==> src/rtl/freq_disp_pkg.sv <==
`default_nettype none
// ============================================================================
// Module   : freq_disp_pkg
// Purpose  : Shared definitions for the frequency display path: default
//            widths, the binary-to-BCD converter state encoding and a helper
//            that sizes the iteration counter.
// Ports    : none (package)
// Revision : 1.0 - initial release
// ============================================================================
package freq_disp_pkg;

  localparam int c_BIN_W_DEF  = 32;
  localparam int c_DIGITS_DEF = 10;

  typedef enum logic [1:0] {
    S_IDLE  = 2'd0,
    S_SHIFT = 2'd1,
    S_DONE  = 2'd2
  } state_t;

  // The counter must be able to hold the value bin_w itself.
  function automatic int cnt_width(input int bin_w);
    return $clog2(bin_w + 1);
  endfunction

endpackage
`default_nettype wire

==> src/rtl/bcd_add3.sv <==
`default_nettype none
// ============================================================================
// Module   : bcd_add3
// Purpose  : Double-dabble correction cell for one BCD digit.
//            A digit of 5 or more gets +3 so that the following left shift
//            carries correctly into the next decimal digit.
// Ports    : i_digit [3:0] - BCD digit before correction
//            o_digit [3:0] - corrected digit
// Revision : 1.0 - initial release
// ============================================================================
module bcd_add3 (
  input  logic [3:0] i_digit,
  output logic [3:0] o_digit
);

  // Inputs are at most 9, so the result never exceeds 12 and fits in 4 bits.
  assign o_digit = (i_digit >= 4'd5) ? (i_digit + 4'd3) : i_digit;

endmodule
`default_nettype wire

==> src/rtl/freq_bcd_conv.sv <==
`default_nettype none
// ============================================================================
// Module   : freq_bcd_conv
// Purpose  : Sequential binary-to-BCD converter (double-dabble, one bit per
//            clock) for the frequency readout. A conversion starts only when
//            freq_in differs from the last converted value. Each result is
//            announced with a one-cycle bcd_valid pulse plus a count of
//            significant digits for leading-zero blanking.
// Ports    : clk            - system clock
//            rst            - synchronous active-high reset
//            freq_in   [BIN_W-1:0]    - binary frequency (Hz)
//            bcd_out   [4*DIGITS-1:0] - packed BCD, digit 0 in [3:0]
//            digit_cnt [3:0]          - significant digits, 1..DIGITS
//            bcd_valid      - one-cycle pulse on output update
//            busy           - conversion in flight
// Revision : 1.0 - initial release
// ============================================================================
module freq_bcd_conv
  import freq_disp_pkg::*;
#(
  parameter int BIN_W  = c_BIN_W_DEF,
  parameter int DIGITS = c_DIGITS_DEF   // 10^DIGITS > 2^BIN_W-1, DIGITS <= 15
) (
  input  logic                  clk,
  input  logic                  rst,
  input  logic [BIN_W-1:0]      freq_in,
  output logic [4*DIGITS-1:0]   bcd_out,
  output logic [3:0]            digit_cnt,
  output logic                  bcd_valid,
  output logic                  busy
);

  localparam int c_BCD_W  = 4 * DIGITS;
  localparam int c_WORK_W = BIN_W + c_BCD_W;
  localparam int c_CNT_W  = cnt_width(BIN_W);

  // Work register: BCD field in the upper bits, binary field below it.
  logic [c_WORK_W-1:0] r_work;
  logic [BIN_W-1:0]    r_freq_last;
  logic [c_CNT_W-1:0]  r_cnt;
  state_t              r_state;

  logic [c_BCD_W-1:0]  w_bcd_adj;
  logic [3:0]          w_digit_cnt;

  // Per-digit add-3 correction, all digits in parallel.
  generate
    for (genvar gi = 0; gi < DIGITS; gi++) begin : g_digit
      bcd_add3 u_add3 (
        .i_digit (r_work[BIN_W + 4*gi +: 4]),
        .o_digit (w_bcd_adj[4*gi +: 4])
      );
    end
  endgenerate

  // Priority encoder: highest nonzero digit index + 1, floor of 1 for zero.
  always_comb begin
    w_digit_cnt = 4'd1;
    for (int i = 0; i < DIGITS; i++) begin
      if (r_work[BIN_W + 4*i +: 4] != 4'd0) begin
        w_digit_cnt = 4'(i + 1);
      end
    end
  end

  always_ff @(posedge clk) begin
    if (rst) begin
      r_state     <= S_IDLE;
      r_work      <= '0;
      r_freq_last <= '0;
      r_cnt       <= '0;
      bcd_out     <= '0;
      digit_cnt   <= 4'd1;
      bcd_valid   <= 1'b0;
      busy        <= 1'b0;
    end else begin
      bcd_valid <= 1'b0;
      case (r_state)
        S_IDLE: begin
          if (freq_in != r_freq_last) begin
            r_work      <= {{c_BCD_W{1'b0}}, freq_in};
            r_freq_last <= freq_in;
            r_cnt       <= '0;
            busy        <= 1'b1;
            r_state     <= S_SHIFT;
          end
        end
        S_SHIFT: begin
          // Correct first, then shift the whole register; the MSB of the
          // corrected BCD field is always 0 for legal parameters.
          r_work <= {w_bcd_adj, r_work[BIN_W-1:0]} << 1;
          r_cnt  <= r_cnt + 1'b1;
          if (r_cnt == c_CNT_W'(BIN_W - 1)) begin
            r_state <= S_DONE;
          end
        end
        S_DONE: begin
          bcd_out   <= r_work[c_WORK_W-1 -: c_BCD_W];
          digit_cnt <= w_digit_cnt;
          bcd_valid <= 1'b1;
          busy      <= 1'b0;
          r_state   <= S_IDLE;
        end
        default: begin
          r_state <= S_IDLE;
        end
      endcase
    end
  end

endmodule
`default_nettype wire

==> config.mk <==
export PLATFORM = sky130hd
export DESIGN_NAME = freq_bcd_conv
export DESIGN_NICKNAME = d
export VERILOG_FILES = /design/src/rtl/freq_disp_pkg.sv /design/src/rtl/bcd_add3.sv /design/src/rtl/freq_bcd_conv.sv
export SDC_FILE = /design/constraint.sdc
export NUM_CORES = 1
export LEC_CHECK = 0
export CAP_MARGIN = 20
export CORE_MARGIN = 2
export CORE_UTILIZATION = 35
export DETAILED_ROUTE_END_ITERATION = 10
export PLACE_DENSITY_LB_ADDON = 0.08
export SETUP_SLACK_MARGIN = 0.1
export SYNTH_ARGS = -nofsm -noshare
export SYNTH_HDL_FRONTEND = slang
export SYNTH_SLANG_ARGS = --single-unit
==> constraint.sdc <==
create_clock -name clk -period 2.2 [get_ports clk]
set_input_delay 0.44 -clock clk [delete_from_list [all_inputs] [get_ports clk]]
set_output_delay 0.44 -clock clk [all_outputs]
set_load 0.01 [all_outputs]
==> results of run 1 <==
-- kinds of logic (layout without fill, tap and decap cells) --
| logic type | Yosys count | count (layout) |
|---|---|---|
| adder cells (fa/ha/maj) | 21 | 21 |
| AND/OR/NAND/NOR | 358 | 358 |
| XOR/XNOR | 42 | 42 |
| buffers and inverters | 92 | 181 |
| multiplexers | 1 | 1 |
| flip-flops | 158 | 158 |
| AO/OA/AOI/OAI | 238 | 238 |
-- per-stage QoR --
stage	hold WS, ns	worst slack, ns	area (um2)	std cells	util
floorplan	0.432	0.357	7090	910	-
finish	0.404	0.106	9620	1269	0.480
detailed placement	0.448	-0.471	8330	1224	0.416
global route	0.414	-0.0291	9620	1269	0.480
global placement	0.442	-0.476	8330	1224	0.416
CTS	0.457	0.113	9000	1258	0.449
-- flip-flops by register name, summed over array words and instances, names as in the netlist --
name         count
bcd_valid        1
r_freq_last     32
busy             1
digit_cnt        4
r_cnt            6
bcd_out         40
r_state          2
r_work          72
-- cell type report --
class | count | area (um2)
Fill cell | 2086 | 10400
Multi-Input combinational cell | 660 | 4010
Clock inverter | 12 | 144
Sequential cell | 158 | 3160
Clock buffer | 20 | 447
Inverter | 23 | 86.3
Tap cell | 270 | 338
Timing Repair Buffer | 126 | 1430
-- worst paths after layout --
check / start / endpoint / slack, ns / depth (start not counted)
hold / removal: freq_in[19] / r_freq_last[19]$_SDFFE_PP0P_ / 0.40 / 3
hold reg to reg: bcd_out[12]$_SDFFE_PP0P_ / bcd_out[12]$_SDFFE_PP0P_ / 0.45 / 2
setup / recovery: r_freq_last[19]$_SDFFE_PP0P_ / r_work[59]$_SDFFE_PP0P_ / 0.11 / 9
setup reg to reg: r_freq_last[19]$_SDFFE_PP0P_ / r_work[59]$_SDFFE_PP0P_ / 0.11 / 9
-- layer usage --
layer  GRT usage  routed length, um  part of all wire
met1       0.242               9390              0.49
met2       0.279               8930              0.46
met3      0.0288                652             0.034
met4      0.0529                303             0.016
met5           0                  0                 0
-- worst max-delay path, stage by stage (launching register included) --
cell,delay (ns)
dfxtp_2,0.33
xor2_2,0.19
nor4_2,0.30
buf_4,0.15
nand4_1,0.16
o21ai_4,0.29
buf_12,0.19
clkbuf_16,0.18
nand3_2,0.07
a31oi_1,0.14
-- cells in the mapped netlist --
master	n	area share
nand3_1	85	0.060
a21oi_1	121	0.085
nand2b_1	13	0.011
a21o_1	1	0.0011
o21ai_0	24	0.017
clkbuf_1	52	0.028
nand2_1	186	0.098
o32ai_1	1	0.0012
inv_1	23	0.012
xor2_1	32	0.040
nand4_1	3	0.0026
nor2b_1	2	0.0018
o211ai_1	31	0.033
nor3b_1	12	0.013
a311oi_1	2	0.0025
o21ai_1	5	0.0035
ha_1	21	0.037
buf_2	12	0.0085
dfxtp_1	158	0.45
xnor2_1	10	0.012
or3_1	1	0.00088
nor2_1	42	0.022
nor4b_1	1	0.0012
mux2i_1	1	0.0014
and3_1	1	0.00088
o41ai_1	1	0.0012
a31oi_1	52	0.046
nor3_1	2	0.0014
nor4_1	9	0.0079
and2_1	1	0.00088
buf_1	5	0.0026
-- report_power, final --
group	switching [W]	internal, W	leakage (nW)	total [W]
Sequential	0.0000633	0.00295	1.29	0.00302
Clock	0.00119	0.00180	0.289	0.00299
Combinational	0.000407	0.000298	1.76	0.000704
Total	0.00166	0.00506	3.34	0.00671
-- what timing repair did --
action,4_1_cts,5_1_grt
setup buffers,1,5
endpoints found under the setup margin,112,113
resized for setup,17,93
pin swaps,7,64
cloned,1,6
==> summary.md, run 1 <==
| Metric | Value |
|---|---|
| Status | finished, final reports clean |
| Post-synthesis compound-gate area fraction | 0.191 |
| Chip height | 146 um |
| Initial antenna violation count | 0 |
| Clock Sinks | 158 |
| DR WL/cell | 15.2 um |
| Max H-tree Level | 4 |
| Max Freq | 0.478 GHz |
| Area grow syn2layout | 35.6% |
| Pwr dens | 698 nW/um2 |
| Largest net degree at the start of global routing | 55 |
| Sequential share of the synthesized area | 0.446 |
| Syn nets | 965 |
| 1st-iter DRT viols | 388 |
| Clock period minus worst slack | 2.09 ns |
| Tightest Pin Transition | 0.647 ns |
| Clk slew on worst S/H paths | 0.06 ns |
| Final hold viol count | 0 |
| Xor and xnor area share after synthesis | 0.0519 |
| TNS Setup | 0 ns |
| CP required | 2.54 ns |
| # diodes | 0 |
| Pleak | 3.34 nW |
| Seq cells post-synth | 158 |
| Crit path DAT | 2.44 ns |
| Via total after detailed routing | 6,478 |
| Routed wire length | 19,300 um |
| Fin Clk Skew | 0.00690 ns |
| Commonest non-fill, non-tap cell in the layout | nand2_1 |
| Worst Setup End Kind | flop |
| Synth warn | 0 |
| CP max FO | 8 |
| Die ar. | 21,400 um2 |
| Clock Root Buffer | clkbuf_16 |
| Leading cell types in the layout, fill and taps excluded | nand2_1, dfxtp_1, a21oi_1, clkdlybuf4s50_1, nand3_1 |
| Endpoints failing setup | 0 |
| Worst-Skew Late Latency | 0.42 ns |
| Top Ports | 80 |
| DR vias/cell | 5.10 |
| Chip width | 146 um |
| TritonCTS buffer count | 17 |
| Pins Over Slew Limit | 0 |
| 1st-pass router iterations | 4 |
| CP Class | flop to flop |
| Share of layout cells above drive strength 1 | 0.153 |
| Rel. slew slack | 0.568 |
| Post-Syn Instances | 910 |
| Adder-cell area share of the yosys netlist | 0.0370 |
| Overflow after GRT | 0 |
| Port bufs | 79 |
| CTS tree | done |
| Worst Hold Class | primary input to flop |
| Routability congestion estimate | 0.792 |
| Post-CTS Hold Fix Bufs | 0 |
| Simple-Gate Fraction of Synth Area | 0.222 |
| First-pass GRT wire length | 30,500 um |
| Initial Util | 0.354 |
| Avg Synthesized Cell Area | 7.79 um2 |
| Startpoint Class | flop |
| Total Routing Usage GR | 0.174 |
| Antenna Nets Post-Route | 0 |
| Core Region | 20,000 um2 |
| VDD IR max | 0.532 mV |
| Largest family of logic cells by synthesized area | simple AND/OR/NAND/NOR gates |
| Mux cell area share after synthesis | 0.00141 |
| Row count | 52 |
| Layout Nets | 1,041 |
| Fin crit share | 0.952 |
| Mapped Area | 7090 um2 |
| Vias in the first global route | 5,938 |
| Drt drc | 0 |
| Post-synth cell types | 31 |
| Dpl hpwl | 12,000 um |
| Clk buf depth | 2 |
| RSZ-0062 raised after global routing | yes |
| Maxcap violations | 0 |
| Design Power | 0.00671 W |
No activity file was read; power rests on OpenSTA's default activity.
==> run 2, diff against run 1 <==
- CAP_MARGIN: 20 -> 5
==> results of run 2 <==
Final layout, timing and power as in run 1 (identical DEF).
